--- config.mk ---
export PLATFORM = sky130hd
export DESIGN_NAME = tag_ram_nway_sync
export DESIGN_NICKNAME = d
export VERILOG_FILES = /design/src/rtl/tag_ram_pkg.sv /design/src/rtl/tag_way_ram.sv /design/src/rtl/tag_ram_nway_sync.sv
export SDC_FILE = /design/constraint.sdc
export NUM_CORES = 1
export LEC_CHECK = 0
export CORE_UTILIZATION = 54
export CTS_CLUSTER_SIZE = 12
export DETAILED_ROUTE_END_ITERATION = 10
export HOLD_SLACK_MARGIN = 0.1
export MAX_ROUTING_LAYER = met4
export PLACE_DENSITY = 0.76
export SLEW_MARGIN = 20
export SYNTH_ARGS = -nofsm -noshare
export SYNTH_HDL_FRONTEND = slang
export SYNTH_SLANG_ARGS = --single-unit
--- constraint.sdc ---
create_clock -name clock -period 2.7 [get_ports clock]
set_input_delay 0.54 -clock clock [delete_from_list [all_inputs] [get_ports clock]]
set_output_delay 0.54 -clock clock [all_outputs]
set_load 0.02 [all_outputs]
--- src/rtl/tag_ram_pkg.sv ---
// Shared types and helpers for the N-way tag store.
package tag_ram_pkg;

   typedef enum logic {ST_SWEEP, ST_IDLE} state_t;

   function automatic int unsigned clog2(input int unsigned v);
      int unsigned r;
      r = 0;
      for (int unsigned i = 0; i < 32; i++) begin
         if ((64'(1) << i) < 64'(v)) r = i + 1;
      end
      return r;
   endfunction

   // Rotate the low n bits of v left by one position.
   function automatic logic [31:0] rotl1(input logic [31:0] v, input int unsigned n);
      logic [31:0] r;
      r = '0;
      for (int unsigned i = 0; i < 32; i++) begin
         if (i < n) r[(i + 1 == n) ? 0 : i + 1] = v[i];
      end
      return r;
   endfunction

endpackage

--- src/rtl/tag_way_ram.sv ---
// One way of the tag store: sync write, latched read address, combinational read.
module tag_way_ram #(
   parameter int AWIDTH = 3,
   parameter int TWIDTH = 7
) (
   input  logic              clock,
   input  logic              i_wr_en,
   input  logic [AWIDTH-1:0] i_wr_addr,
   input  logic [TWIDTH-1:0] i_wr_data,
   input  logic              i_rd_en,
   input  logic [AWIDTH-1:0] i_rd_addr,
   output logic [TWIDTH-1:0] o_rd_data
);

   logic [TWIDTH-1:0] r_mem [1<<AWIDTH];
   logic [AWIDTH-1:0] r_rd_addr;

   always_ff @(posedge clock) begin
      if (i_wr_en) r_mem[i_wr_addr] <= i_wr_data;
      if (i_rd_en) r_rd_addr <= i_rd_addr;
   end

   // Read after the address latch so a same-edge write is seen (write-first).
   assign o_rd_data = r_mem[r_rd_addr];

endmodule

--- src/rtl/tag_ram_nway_sync.sv ---
// N-way set-associative tag store with valid sweep, compare and round-robin victim.
module tag_ram_nway_sync
   import tag_ram_pkg::*;
#(
   parameter int AWIDTH = 3,
   parameter int TWIDTH = 7,
   parameter int WAYS   = 2
) (
   input  logic              clock,
   input  logic              rst_n,
   output logic              ready,
   input  logic              flush_req,
   input  logic              lk_en,
   input  logic [AWIDTH-1:0] lk_idx,
   input  logic [TWIDTH-1:0] lk_tag,
   output logic              lk_done,
   output logic              hit,
   output logic [WAYS-1:0]   hit_way,
   output logic              multi_hit,
   output logic [WAYS-1:0]   victim_way,
   input  logic              wr_en,
   input  logic [WAYS-1:0]   wr_way,
   input  logic [AWIDTH-1:0] wr_idx,
   input  logic [TWIDTH-1:0] wr_tag,
   input  logic              wr_valid
);

   localparam int SETS = 1 << AWIDTH;
   localparam int CW   = clog2(WAYS + 1);

   state_t            r_state, w_state_nxt;
   logic [AWIDTH-1:0] r_sweep_cnt, w_sweep_cnt_nxt;
   logic [WAYS-1:0]   r_valid [SETS];
   logic [WAYS-1:0]   r_rr    [SETS];
   logic              r_lk_done;
   logic [AWIDTH-1:0] r_lk_idx;
   logic [TWIDTH-1:0] r_lk_tag;
   logic              r_hit, r_multi;
   logic [WAYS-1:0]   r_hit_way, r_victim;

   logic              w_lk_acc, w_wr_acc;
   logic [TWIDTH-1:0] w_rd_tag [WAYS];
   logic [WAYS-1:0]   w_match, w_inv, w_hit_way, w_victim;
   logic [CW-1:0]     w_hit_cnt;
   logic              w_hit, w_multi;

   assign ready    = (r_state == ST_IDLE);
   assign w_lk_acc = ready && lk_en && !flush_req;
   assign w_wr_acc = ready && wr_en && !flush_req && ($countones(wr_way) == 1);

   always_ff @(posedge clock or negedge rst_n) begin
      if (!rst_n) begin
         r_state     <= ST_SWEEP;
         r_sweep_cnt <= '0;
      end else begin
         r_state     <= w_state_nxt;
         r_sweep_cnt <= w_sweep_cnt_nxt;
      end
   end

   always_comb begin
      w_state_nxt     = r_state;
      w_sweep_cnt_nxt = r_sweep_cnt;
      case (r_state)
         ST_SWEEP: begin
            if (r_sweep_cnt == '1) begin
               w_state_nxt     = ST_IDLE;
               w_sweep_cnt_nxt = '0;
            end else begin
               w_sweep_cnt_nxt = r_sweep_cnt + AWIDTH'(1);
            end
         end
         ST_IDLE: begin
            if (flush_req) begin
               w_state_nxt     = ST_SWEEP;
               w_sweep_cnt_nxt = '0;
            end
         end
         default: w_state_nxt = ST_SWEEP;
      endcase
   end

   // Valid bits and rr pointers are cleared only by the sweep, never by reset.
   always_ff @(posedge clock) begin
      if (r_state == ST_SWEEP) begin
         r_valid[r_sweep_cnt] <= '0;
         r_rr[r_sweep_cnt]    <= WAYS'(1);
      end else if (w_wr_acc) begin
         r_valid[wr_idx] <= (r_valid[wr_idx] & ~wr_way) | (wr_valid ? wr_way : '0);
         if (wr_valid) r_rr[wr_idx] <= WAYS'(rotl1(32'(r_rr[wr_idx]), WAYS));
      end
   end

   for (genvar g = 0; g < WAYS; g++) begin : g_way
      tag_way_ram #(
         .AWIDTH (AWIDTH),
         .TWIDTH (TWIDTH)
      ) u_way (
         .clock     (clock),
         .i_wr_en   (w_wr_acc && wr_way[g]),
         .i_wr_addr (wr_idx),
         .i_wr_data (wr_tag),
         .i_rd_en   (w_lk_acc),
         .i_rd_addr (lk_idx),
         .o_rd_data (w_rd_tag[g])
      );
   end

   always_comb begin
      w_match = '0;
      for (int unsigned w = 0; w < WAYS; w++) begin
         w_match[w] = r_valid[r_lk_idx][w] && (w_rd_tag[w] == r_lk_tag);
      end
      w_inv     = ~r_valid[r_lk_idx];
      w_hit_cnt = CW'($countones(w_match));
      w_hit     = (w_match != '0);
      w_multi   = (w_hit_cnt > CW'(1));
      w_hit_way = (WAYS == 1) ? '1 : (w_match & (~w_match + WAYS'(1)));
      w_victim  = (w_inv != '0) ? (w_inv & (~w_inv + WAYS'(1))) : r_rr[r_lk_idx];
   end

   always_ff @(posedge clock or negedge rst_n) begin
      if (!rst_n) begin
         r_lk_done <= 1'b0;
         r_lk_idx  <= '0;
         r_lk_tag  <= '0;
         r_hit     <= 1'b0;
         r_hit_way <= '0;
         r_multi   <= 1'b0;
         r_victim  <= '0;
      end else begin
         r_lk_done <= w_lk_acc;
         if (w_lk_acc) begin
            r_lk_idx <= lk_idx;
            r_lk_tag <= lk_tag;
         end
         if (r_lk_done) begin
            r_hit     <= w_hit;
            r_hit_way <= w_hit_way;
            r_multi   <= w_multi;
            r_victim  <= w_victim;
         end
      end
   end

   // Live compare result while lk_done is high, otherwise the captured copy.
   assign lk_done    = r_lk_done;
   assign hit        = r_lk_done ? w_hit     : r_hit;
   assign hit_way    = r_lk_done ? w_hit_way : r_hit_way;
   assign multi_hit  = r_lk_done ? w_multi   : r_multi;
   assign victim_way = r_lk_done ? w_victim  : r_victim;

endmodule

# Yosys cells after proc, flatten, opt, wreduce, memory -nomap -nowiden
# Memories as Yosys holds them, arrays and structs flattened. A register that Yosys moved wholly into a read port is not among the register bits.
# Index checks and enable logic that the tools add are counted.
[op_classes]
bitwise_logic = 9
n_reduce_logical = 14
n_mux = 38
n_addsub = 5
n_eq_ne = 5
order_cmp = 1
[ops]
columns = ["operator", "n"]
rows = [
  ["1-bit 2-to-1 mux", 24],
  ["3-bit 2-to-1 mux", 6],
  ["7-bit equality test", 2],
  ["2-bit 2-to-1 mux", 6],
  ["1-bit logical AND", 9],
  ["2-bit inverter", 4],
  ["2-bit AND", 3],
  ["3-bit one-hot mux with 2 select lines", 1],
  ["1-bit by 1-bit adder with 2-bit output", 2],
  ["2-bit by 1-bit adder with 2-bit output (second input constant)", 2],
  ["2-bit nonzero test", 2],
  ["2-bit OR reduction", 2],
  ["3-bit by 1-bit adder with 3-bit output (second input constant)", 1],
  ["3-bit equality test (second input constant)", 1],
  ["2-bit by 1-bit equality test with 1-bit output (second input constant)", 1],
  ["2-bit by 1-bit greater-than comparator with 1-bit output (second input constant)", 1],
  ["2-bit != test (second input constant)", 1],
  ["2-bit bitwise OR", 1],
  ["1-bit one-hot mux with 2 select lines", 1],
  ["1-bit zero test", 1],
  ["1-bit inverter", 1],
]
[totals]
ram_bits = 144
memories = 4
in_bits = 28
reg_bits = 24
[memory_table]
columns = ["memory", "words", "word_bits", "rd", "rd_ports_with_merged_regs", "wr", "line_no", "rtl"]
rows = [
  ["g_way[0].u_way.r_mem", 8, 7, 1, 1, 1, "tag_way_ram.sv:15", "logic [TWIDTH-1:0] r_mem [1<<AWIDTH];"],
  ["g_way[1].u_way.r_mem", 8, 7, 1, 1, 1, "tag_way_ram.sv:15", ""],
  ["r_rr", 8, 2, 2, 0, 1, "tag_ram_nway_sync.sv:34", "logic [WAYS-1:0] r_rr [SETS];"],
  ["r_valid", 8, 2, 2, 0, 1, "tag_ram_nway_sync.sv:33", "logic [WAYS-1:0] r_valid [SETS];"],
]

# Depth between registers and ports, before layout
# Gate-level depths: netlist of run 1.
[logic_depth]
ltp_word = 8
depth_mapped = 9
ltp_nobuf = 6

# Cells and area by module
# Synthesis of run 1 repeated with hierarchy kept, for this count alone.
[unflattened]
cells_unflattened = 398
area_unflattened_um2 = 7557.2
[modules_own_cells]
columns = ["mod", "n_inst", "cells_each", "seq_area_each_um2", "area_each_um2"]
rows = [
  ["tag_way_ram", 2, 103, 1831.8, 2409.8],
  ["tag_ram_nway_sync", 1, 192, 1486.4, 2737.6],
]

# Worst setup path before layout of run 1
# OpenSTA, ideal clock, no wires.
[synth_path]
path_type = "flip-flop to output port"
from = "register (tool-made name)"
to = "output port hit_way[1]"
path_stages_with_launch = 8
setup_slack_ns = -0.367
t_arrival_ns = 2.527
path_buffers = 1
path_cell_list = "dfxtp_1 buf_6 mux4_2 mux2i_1 xor2_1 nand4_1 or4_4 o31ai_1"
[synth_rtl]
columns = ["item", "line_no", "rtl"]
rows = [
  ["end, declared", "tag_ram_nway_sync.sv:18", "output logic [WAYS-1:0] hit_way,"],
]

==> results_dict.tcl, run 1 <==
set metrics [dict create \
    outcome "finished, violations left" \
    violations "negative setup slack" \
    clock_sinks 171 \
    synthTopCellsByArea "edfxtp_1 (61%), mux4_2 (7.5%), dfrtp_1 (7.3%), mux2i_1 (4.0%), mux2_2 (3.3%)" \
    whs_path_depth 2 \
    finalHoldViolCount 0 \
    fillers 842 \
    grt_remaining_overflow 0 \
    gp_congestion 0.898 \
    maxCapViolCount 0 \
    ant_nets 0 \
    fin_nets 591 \
    vias 4326 \
    async_flop_share_pct 12.3 \
    yosysMostFrequentCell "edfxtp_1" \
    max_freq_mhz 294 \
    fin_ws_ns -0.702 \
    diodes 0 \
    crit_cells 8 \
    synth_area_um2 7210 \
    syn_nets 488 \
    p_leak_nw 3.28 \
    core_um2 12800 \
    die_h_um 118 \
    fin_skew_ns 0.00740 \
    synth_cell_type_count 46 \
    dpl_cell_area_um2 8240 \
    synthCells 458 \
    cp_data_arrival_time_ns 2.86 \
    final_area_um2 9000 \
    wl_per_cell_um 21.2 \
    postCtsHoldBufs 0 \
    initial_core_util_pct 56.2 \
    path_buf_inv 2 \
    clkPwrFrac_pct 32.4 \
    worstReg2RegEnd "r_hit_way[1]$_DFF_PN0_" \
    h-tree-depth 4 \
    synthToLayoutAreaGrowth_pct 24.9 \
    path_delay_family "multiplexers" \
    setup-tns-final_ns -3.15 \
    grt_max_degree 22 \
    crit_chain "buf_12 -> mux4_2 -> mux2i_1 -> xor2_1 -> nand4_1 -> or4_4 -> o31ai_4 -> buf_6" \
    drive_above_1_share_pct 28.7 \
    power_switching_mw 2.19 \
    port_buffers 35 \
    r2r_cells 9 \
    holdWs_ns 0.457 \
    fp-row-count 41 \
    rsz0062_at_grt "true" \
    cp.required_ns 2.16 \
    pwr-share-comb_pct 24.4 \
    seq_area_um2 5010 \
    crit_path_end "hit_way[1]" \
    yosysTopAreaCellShare_pct 61.2 \
    min_period_ns 3.40 \
    route.detailed.drc 0 \
    io_pins 36 \
    slowest_delay_ns 0.50 \
    internal_power_mw 5.70 \
    ys_seq_area_share_pct 69.4 \
    yosys.area.top_type "edfxtp_1" \
    drt_first_pass_iters 4 \
    setup_viol 6 \
    synth_edf_count 147 \
    seqPwrFrac_pct 43.2 \
    sw_frac_of_total_pct 27.8 \
    slew-limit-headroom_pct 56.4 \
    post-route-period-util_pct 126 \
    cp_slowest_cell "mux4_2" \
    multi_input_area_um2 2160 \
    initialDrtViolationCount 455 \
    tightest_slew_ns 0.652 \
    syn-mean-instance-area_um2 15.7 \
    clk_latency_ns 0.42 \
    r2r_slack_ns 0.12 \
    critical_path_class "flop to primary output" \
    dp.cells 705 \
    die_area_um2 13800 \
    yosysWarnings 0 \
    crit_path_end_kind "primary output" \
    min_path_type "flop to flop" \
    vdd_drop_max_v 0.000454 \
    clock-root-buffer "clkbuf_16" \
    yosys_most_used_dff "edfxtp_1" \
    hpwl_mm 11.2 \
    track_usage_pct 25.2 \
    cts_tree "built" \
    grt_pass1_wl_mm 24.7 \
    cts_buffer_depth 2 \
    crit_fanout 14 \
    slew_viol_final 0 \
    grt_pass1_vias 4511 \
    die_x_um 118 \
    p_per_area_nw_per_um2 876 \
    viasPerCell 5.80 \
    routed_wirelength_mm 15.8 \
    worstSetupStartpointType "flop" \
    ys_seq_elements 171 \
    final_cells 746 \
    synthTopCellsByCount "edfxtp_1 (147), nand2_1 (49), nor2_1 (41), mux2i_1 (29), mux4_2 (24)" \
    clkSlewWorstSetupHoldPaths_ns 0.06 \
    antenna_found_initial 0 \
    cts_buffers 17 \
]
## routing by layer
| metal | GRT usage, % | vias to the layer above | part of all wire [%] |
|---|---|---|---|
| met4 | 12.5 | 0 | 3.1 |
| met1 | 31.0 | 2153 | 41 |
| met2 | 40.4 | 166 | 51 |
| met3 | 4.89 | 36 | 5.3 |
| li1 | - | 1971 | - |
| met5 | - | - | 0 |
## placed cells by master, fill, tap and decap left out, types with 3 or more instances in the layout
cell / Yosys / layout
clkinv_2: 0 / 3
nand2b_1: 5 / 5
mux4_2: 24 / 24
clkdlybuf4s50_1: 0 / 29
nor2_1: 41 / 41
xor2_1: 10 / 10
a22o_1: 6 / 6
nand2_1: 49 / 49
mux2i_2: 0 / 5
a221oi_1: 4 / 4
buf_12: 0 / 5
clkbuf_16: 0 / 20
inv_1: 5 / 5
mux2i_1: 29 / 24
dfrtp_1: 21 / 20
nor2b_1: 5 / 5
buf_4: 2 / 62
o21ai_0: 3 / 3
buf_6: 1 / 8
or3_1: 3 / 3
a21oi_1: 15 / 14
nor3_1: 7 / 7
o22ai_1: 8 / 8
mux2_2: 21 / 20
edfxtp_1: 147 / 147
## tightest hold or removal path: stages, from the launching register on
cell      delay [ns]
edfxtp_1        0.32
nand2_1         0.05
nand2_1         0.06
## metrics by stage
| step | setup slack (ns) | power (mW) | utilization (%) |
|---|---|---|---|
| after global routing | -0.797 | 8.17 | 70.2 |
| after floorplan | -0.0272 | 4.46 | - |
| after global placement | -0.747 | 5.18 | 64.2 |
| after detailed placement | -0.825 | 5.23 | 64.2 |
| after CTS | -0.708 | 7.89 | 70.0 |
| final | -0.702 | 7.88 | 70.2 |
## area by class of cell
class | count | area share, %
repair buffers | 105 | 10.7
inverters | 5 | 0.209
clock inverters | 8 | 1.13
well taps | 172 | 2.39
clock buffers | 24 | 5.95
flip-flops and latches | 171 | 55.7
multi-input cells | 261 | 24.0
## how the worst min path moves through the flow
stage | start | endpoint | slack [ns]
final | g_way[0].u_way.r_rd_addr[2]$_DFFE_PP_ | flop | 0.46
after global routing | g_way[0].u_way.r_rd_addr[2]$_DFFE_PP_ | flop | 0.48
after CTS | rst_n | r_hit_way[1]$_DFF_PN0_ | 0.46
after detailed placement | g_way[0].u_way.r_rd_addr[2]$_DFFE_PP_ | flop | 0.44
after global placement | g_way[0].u_way.r_rd_addr[2]$_DFFE_PP_ | flop | 0.43
after floorplan | rst_n | lk_done$_DFF_PN0_ | 0.24
## kinds of logic (layout without fill, tap and decap cells)
logic type / after synthesis / after routing / synth area share, %
AO/OA/AOI/OAI: 53 / 53 / 5.03
XOR/XNOR: 12 / 12 / 1.46
adder cells (fa/ha/maj): 2 / 2 / 0.347
buffers and inverters: 26 / 142 / 1.65
flip-flops: 171 / 171 / 69.4
multiplexers: 74 / 74 / 14.8
AND/OR/NAND/NOR: 120 / 120 / 7.34
## power groups by stage
stage               Combinational (mW)  Sequential, mW  Clock, mW
finish                            1.92            3.40       2.56
global route                      2.07            3.43       2.68
CTS                               1.91            3.40       2.58
detailed placement                1.78            3.45          0
global placement                  1.74            3.44          0
floorplan                         1.13            3.34          0
## state kept, by name (all words and copies together), names as in the netlist, named ones only
| register | count |
|---|---|
| ready | 1 |
| r_lk_tag | 7 |
| r_valid | 16 |
| r_victim | 2 |
| lk_done | 1 |
| g_way.u_way.r_rd_addr | 3 |
| r_sweep_cnt | 3 |
| r_lk_idx | 3 |
| r_rr | 16 |
| r_hit_way | 2 |
| r_multi | 1 |
| r_hit | 1 |
| g_way.u_way.r_mem | 112 |
## what timing repair did
action	in CTS	in global routing
gates resized for setup	48	6
endpoints found under the setup margin	6	6
cloned	0	0
buffers inserted	8	2
pin swaps	1	1
(Power assumes the default switching activity.)
==> run 2, diff against run 1 <==
clock period = 3 ns   (was 2.7 ns; I/O delays follow)
==> run 2 against run 1 <==
Net effect: final cell count fell by 0.27%; highest routed layer unchanged; the run still ends with negative setup slack left; critical path type unchanged; critical path depth is 2 higher; largest power group unchanged; total power down 11%; count of clock-buffer cells in the layout down 6.
==> results_dict.tcl, run 2 (same netlist as run 1, synthesis figures left out) <==
set metrics [dict create \
    outcome "finished, violations left" \
    violations "negative setup slack" \
    route.detailed.drc 0 \
    fin_skew_ns 0.0102 \
    crit_path_end_kind "primary output" \
    p_leak_nw 3.24 \
    crit_fanout 8 \
    postCtsHoldBufs 0 \
    h-tree-depth 4 \
    vias 4357 \
    vdd_drop_max_v 0.000502 \
    core_um2 12800 \
    clkSlewWorstSetupHoldPaths_ns 0.07 \
    die_x_um 118 \
    synthToLayoutAreaGrowth_pct 23.3 \
    initialDrtViolationCount 565 \
    grt_max_degree 22 \
    grt_pass1_vias 4532 \
    setup_viol 5 \
    worstSetupStartpointType "flop" \
    fp-row-count 41 \
    cp.required_ns 2.40 \
    maxCapViolCount 0 \
    wl_per_cell_um 22.0 \
    viasPerCell 5.86 \
    drt_first_pass_iters 6 \
    clk_latency_ns 0.44 \
    largest_register_ffs 112 \
    fin_ws_ns -0.515 \
    antenna_found_initial 2 \
    clock_sinks 171 \
    critical_path_class "flop to primary output" \
    clock-root-buffer "clkbuf_16" \
    dr.max_layer_used "met4" \
    top_register "g_way.u_way.r_mem" \
    final_cell_mix "edfxtp_1 (147), buf_4 (64), nand2_1 (49)" \
    cts_buffer_depth 2 \
    cts_buffers 17 \
    post-route-period-util_pct 117 \
    dp.cells 698 \
    min_period_ns 3.52 \
    p_per_area_nw_per_um2 786 \
    port_buffers 35 \
    final_common_cell "edfxtp_1" \
    drive_above_1_share_pct 28.7 \
    min_path_type "flop to flop" \
    routed_wirelength_mm 16.4 \
    grt_remaining_overflow 0 \
    final_cells 744 \
    initial_core_util_pct 56.2 \
    wl_met2_mm 7.94 \
    rsz0062_at_grt "true" \
    die_h_um 118 \
    p_total_mw 6.99 \
    slew-limit-headroom_pct 38.2 \
    cp_data_arrival_time_ns 2.92 \
    tightest_slew_ns 0.923 \
    grt_pass1_wl_mm 25.3 \
    track_usage_pct 26.1 \
    wl_met3_mm 1.46 \
    hpwl_mm 11.3 \
    met1_length_mm 6.71 \
    reg_top3 "g_way.u_way.r_mem: 112 flops, r_rr: 16 flops, r_valid: 16 flops" \
    max_freq_mhz 284 \
    seq_area_um2 5010 \
    fillers 831 \
    io_pins 36 \
    multi_input_area_um2 2180 \
    gp_congestion 0.913 \
    die_area_um2 13800 \
    slew_viol_final 0 \
    fin_nets 588 \
    dp_slack_ns -0.690 \
    ant_nets 0 \
    finalHoldViolCount 0 \
    cts_tree "built" \
]
run 2: cell count changes in the layout (fill, tap and decap cells not counted), sizes merged:
cell | before | now
inv | 6 | 8
clkinv | 5 | 8
clkinvlp | 0 | 1
diode | 0 | 1
clkbuf | 24 | 18
buf | 76 | 73
run 2: stage by stage:
stage                     hold WS [ns]  TNS, ns  utilization [%]  area, µm²
after global placement           0.441    -2.67             63.2       8110
after CTS                        0.462    -1.75             68.6       8800
after detailed placement         0.443    -2.82             63.2       8110
after floorplan                  0.304   -0.254                -       7210
final                            0.469    -1.83             69.3       8890
after global routing             0.510    -2.25             69.3       8890
run 2: critical path, stage by stage, from the launching register on:
cell	delay (ns)
dfxtp_4	0.36
buf_8	0.13
buf_12	0.14
buf_4	0.13
buf_4	0.15
mux2i_1	0.14
a221oi_2	0.31
xor2_1	0.10
or4_4	0.58
o31ai_4	0.27
buf_6	0.15
run 2: final timing paths:
path,start,end,slack (ns),cells after the start
hold reg to reg,g_way[0].u_way.r_rd_addr[2]$_DFFE_PP_,flop,0.47,2
max in group asynchronous,rst_n,r_lk_idx[0]$_DFFE_PN0P_,1.70,1
setup reg to reg,flop,r_hit$_DFF_PN0_,0.53,10
hold / removal,g_way[0].u_way.r_rd_addr[2]$_DFFE_PP_,flop,0.47,2
min in group asynchronous,rst_n,r_multi$_DFF_PN0_,0.68,1
setup / recovery,flop,multi_hit,-0.52,10
run 2: per-layer routing:
metal	global-route usage [%]	vias to the layer above
met3	8.58	21
met1	33.6	2181
met4	9.78	0
li1	-	1967
met2	38.8	188
met5	-	-
run 2: timing repair:
action                                  CTS  global route
endpoints found under the setup margin    6             6
setup buffers                             6             8
gates resized for setup                  55             9
pin swaps                                 4             5
run 2: power breakdown:
group | leakage, nW | switching (mW) | internal [mW]
registers | 1.60 | 0.248 | 2.84
clock network | 0.282 | 0.915 | 1.23
logic | 1.35 | 0.870 | 0.892
run 2: final cells by class:
type	count	share of cell area, %
clock inverters	14	1.62
diodes	1	0.0282
repair buffers	102	10.1
clock buffers	18	4.83
well taps	172	2.42
flip-flops and latches	171	56.3
multi-input cells	261	24.5
inverters	5	0.211
==> run 3, diff against run 2 <==
PLACE_DENSITY = 0.75   (was 0.76)
SYNTH_HIERARCHICAL = 1   (was not set)
==> run 3 against run 2 <==
Net effect: critical path depth down 1; largest cell class unchanged; global-route usage down 2.5 points; clock power down 7%; maximum frequency down 3.5%; design area up 1.5%; non-clock buffer count down 16; area after synthesis up 4.8%; sequential cell count up 6; die area up 4.8%; the flow still finishes with violations (negative setup slack); total power down 3.8%; critical endpoint unchanged; register-to-register slack worse by 0.28 ns; highest routed layer unchanged; hold slack better by 0.0051 ns.
==> results_dict.tcl, run 3 <==
set metrics [dict create \
    outcome "finished, violations left" \
    route.detailed.drc 0 \
    cp_slowest_cell "mux4_2" \
    initial_core_util_pct 56.2 \
    cts_buffer_depth 2 \
    ys_seq_area_share_pct 68.1 \
    routed_wirelength_mm 15.5 \
    cp_data_arrival_time_ns 3.04 \
    setup_viol 4 \
    min_period_ns 3.64 \
    gp_congestion 0.784 \
    crit_path_end_kind "primary output" \
    synthCells 398 \
    synth_cell_type_count 41 \
    p_leak_nw 3.16 \
    yosysMostFrequentCell "edfxtp_1" \
    yosys.area.top_type "edfxtp_1" \
    yosys_most_used_dff "edfxtp_1" \
    hpwl_mm 10.6 \
    wl_per_cell_um 23.0 \
    h-tree-depth 4 \
    final_common_cell "edfxtp_1" \
    largest_register_ffs 112 \
    syn-mean-instance-area_um2 19.0 \
    viasPerCell 5.93 \
    synthToLayoutAreaGrowth_pct 19.4 \
    track_usage_pct 23.6 \
    port_buffers 35 \
    die_x_um 120 \
    grt_pass1_vias 4178 \
    crit_fanout 4 \
    yosysTopAreaCellShare_pct 59.6 \
    clock_sinks 177 \
    fin_nets 516 \
    fin_ws_ns -0.642 \
    grt_max_degree 22 \
    post-route-period-util_pct 121 \
    crit_chain "buf_6 -> mux4_2 -> mux2_4 -> xor2_1 -> nor4_2 -> buf_4 -> nand4_1 -> o31ai_4 -> buf_6" \
    clock-root-buffer "clkbuf_16" \
    final_util_pct 67.0 \
    synth_area_um2 7560 \
    finalHoldViolCount 0 \
    worstSetupStartpointType "flop" \
    slew_viol_final 0 \
    final_cell_mix "edfxtp_1 (150), buf_4 (45), nor2_1 (35)" \
    drt_first_pass_iters 5 \
    diodes 0 \
    crit_top_cell "buf_6" \
    cts_buffers 17 \
    antenna_found_initial 0 \
    syn_nets 428 \
    ant_nets 0 \
    vdd_drop_max_v 0.000584 \
    clk_latency_ns 0.42 \
    drive_above_1_share_pct 29.9 \
    yosysWarnings 6 \
    cp.required_ns 2.40 \
    max_freq_mhz 275 \
    grt_remaining_overflow 0 \
    core_um2 13500 \
    die_h_um 120 \
    synthTopCellsByCount "edfxtp_1 (150), nor2_1 (35), mux4_1 (34), mux2_2 (33), dfrtp_1 (21)" \
    io_pins 36 \
    cts_tree "built" \
    maxCapViolCount 0 \
    tightest_slew_ns 0.627 \
    synthTopCellsByArea "edfxtp_1 (60%), mux4_1 (12%), dfrtp_1 (7.0%), mux2_2 (4.9%), mux4_2 (3.0%)" \
    reg_top3 "g_way.u_way/r_mem: 112 flops, r_rr: 16 flops, r_valid: 16 flops" \
    violations "negative setup slack" \
    ys_seq_elements 177 \
    fp-row-count 42 \
    postCtsHoldBufs 0 \
    holdWs_ns 0.474 \
    die_area_um2 14500 \
    slowest_delay_ns 0.50 \
    vias 4004 \
    rsz0062_at_grt "true" \
    fin_skew_ns 0.00761 \
    async_flop_share_pct 11.9 \
    slew-limit-headroom_pct 58.0 \
    grt_pass1_wl_mm 23.5 \
    top_register "g_way.u_way/r_mem" \
    critical_path_class "flop to primary output" \
    clkSlewWorstSetupHoldPaths_ns 0.06 \
    min_path_type "flop to flop" \
    p_per_area_nw_per_um2 745 \
    synth_edf_count 150 \
    initialDrtViolationCount 354 \
]
-- run 3: cell count changes in the layout (fill, tap and decap cells not counted), sizes merged, moves of 13 or more --
cell,before,now
a21oi,15,2
buf,73,57
mux2i,29,11
mux2,21,35
nand2,49,13
mux4,24,44
-- run 3: path summary, 6_finish.rpt --
kind / from / end / slack (ns) / cells past startpoint
worst max-delay path: flop / multi_hit / -0.64 / 9
worst min-delay path: g_way[0].u_way/r_rd_addr[1]$_DFFE_PP_ / flop / 0.47 / 1
worst max register to register: flop / r_multi$_DFF_PN0_ / 0.25 / 10
worst min register to register: g_way[0].u_way/r_rd_addr[1]$_DFFE_PP_ / flop / 0.47 / 1
max in group asynchronous: rst_n / r_lk_idx[0]$_DFFE_PN0P_ / 2.19 / 2
min in group asynchronous: rst_n / r_sweep_cnt[1]$_DFFE_PN0P_ / 0.53 / 2
-- run 3: area by class of cell --
type,count,area [µm²]
Clock buffer,23,478
Sequential cell,177,5160
Fill cell,867,4430
Tap cell,176,220
Clock inverter,9,58.8
Inverter,4,15.0
Multi-Input combinational cell,200,2300
Timing Repair Buffer,86,790
-- run 3: cell families after synthesis --
kind of cell,Yosys count,share of synthesized area (%)
xor+xnor,15,1.74
mux,90,21.6
flops,177,68.1
fa+ha+maj,2,0.331
compound gates,16,1.59
simple gates,77,4.79
buf+inv,21,1.84
-- run 3: timing repair --
action                     in CTS  in global routing
setup endpoints to repair       6                  6
gates resized for setup        51                  7
buffers inserted                4                  2
gates cloned                    0                  0
pin swaps                       5                  1
-- run 3: worst max-delay path: cells and delay by family (launching register included) --
family,cells,cell delay (ns)
compound gates,1,0.30
xor+xnor,1,0.18
buf+inv,3,0.46
flops,1,0.38
mux,2,0.79
simple gates,2,0.52
-- run 3: where the power goes --
group / switching [mW] / total, mW / internal [mW]
clock: 0.868 / 1.99 / 1.12
combinational: 0.723 / 1.55 / 0.824
sequential: 0.255 / 3.18 / 2.93
total: 1.85 / 6.72 / 4.87
-- run 3: through the flow --
step / instances / power (mW) / setup TNS [ns] / worst slack [ns] / instance area, µm²
2_1_floorplan: 398 / 4.10 / -0.120 / -0.0704 / 7560
3_3_place_gp: 637 / 4.60 / -2.97 / -0.783 / 8400
3_5_place_dp: 637 / 4.66 / -3.09 / -0.875 / 8400
4_1_cts: 673 / 6.72 / -2.20 / -0.609 / 9000
5_1_grt: 675 / 6.99 / -2.63 / -0.723 / 9020
6_report: 675 / 6.72 / -2.30 / -0.642 / 9020
-- run 3: layer usage --
metal	wire length, µm	part of all wire [%]	global-route usage [%]	vias to the layer above
li1	-	-	-	1789
met2	8140	52	39.3	125
met3	718	4.6	6.18	22
met1	6470	42	29.0	2068
met4	179	1.2	6.17	0
met5	0	0	-	-
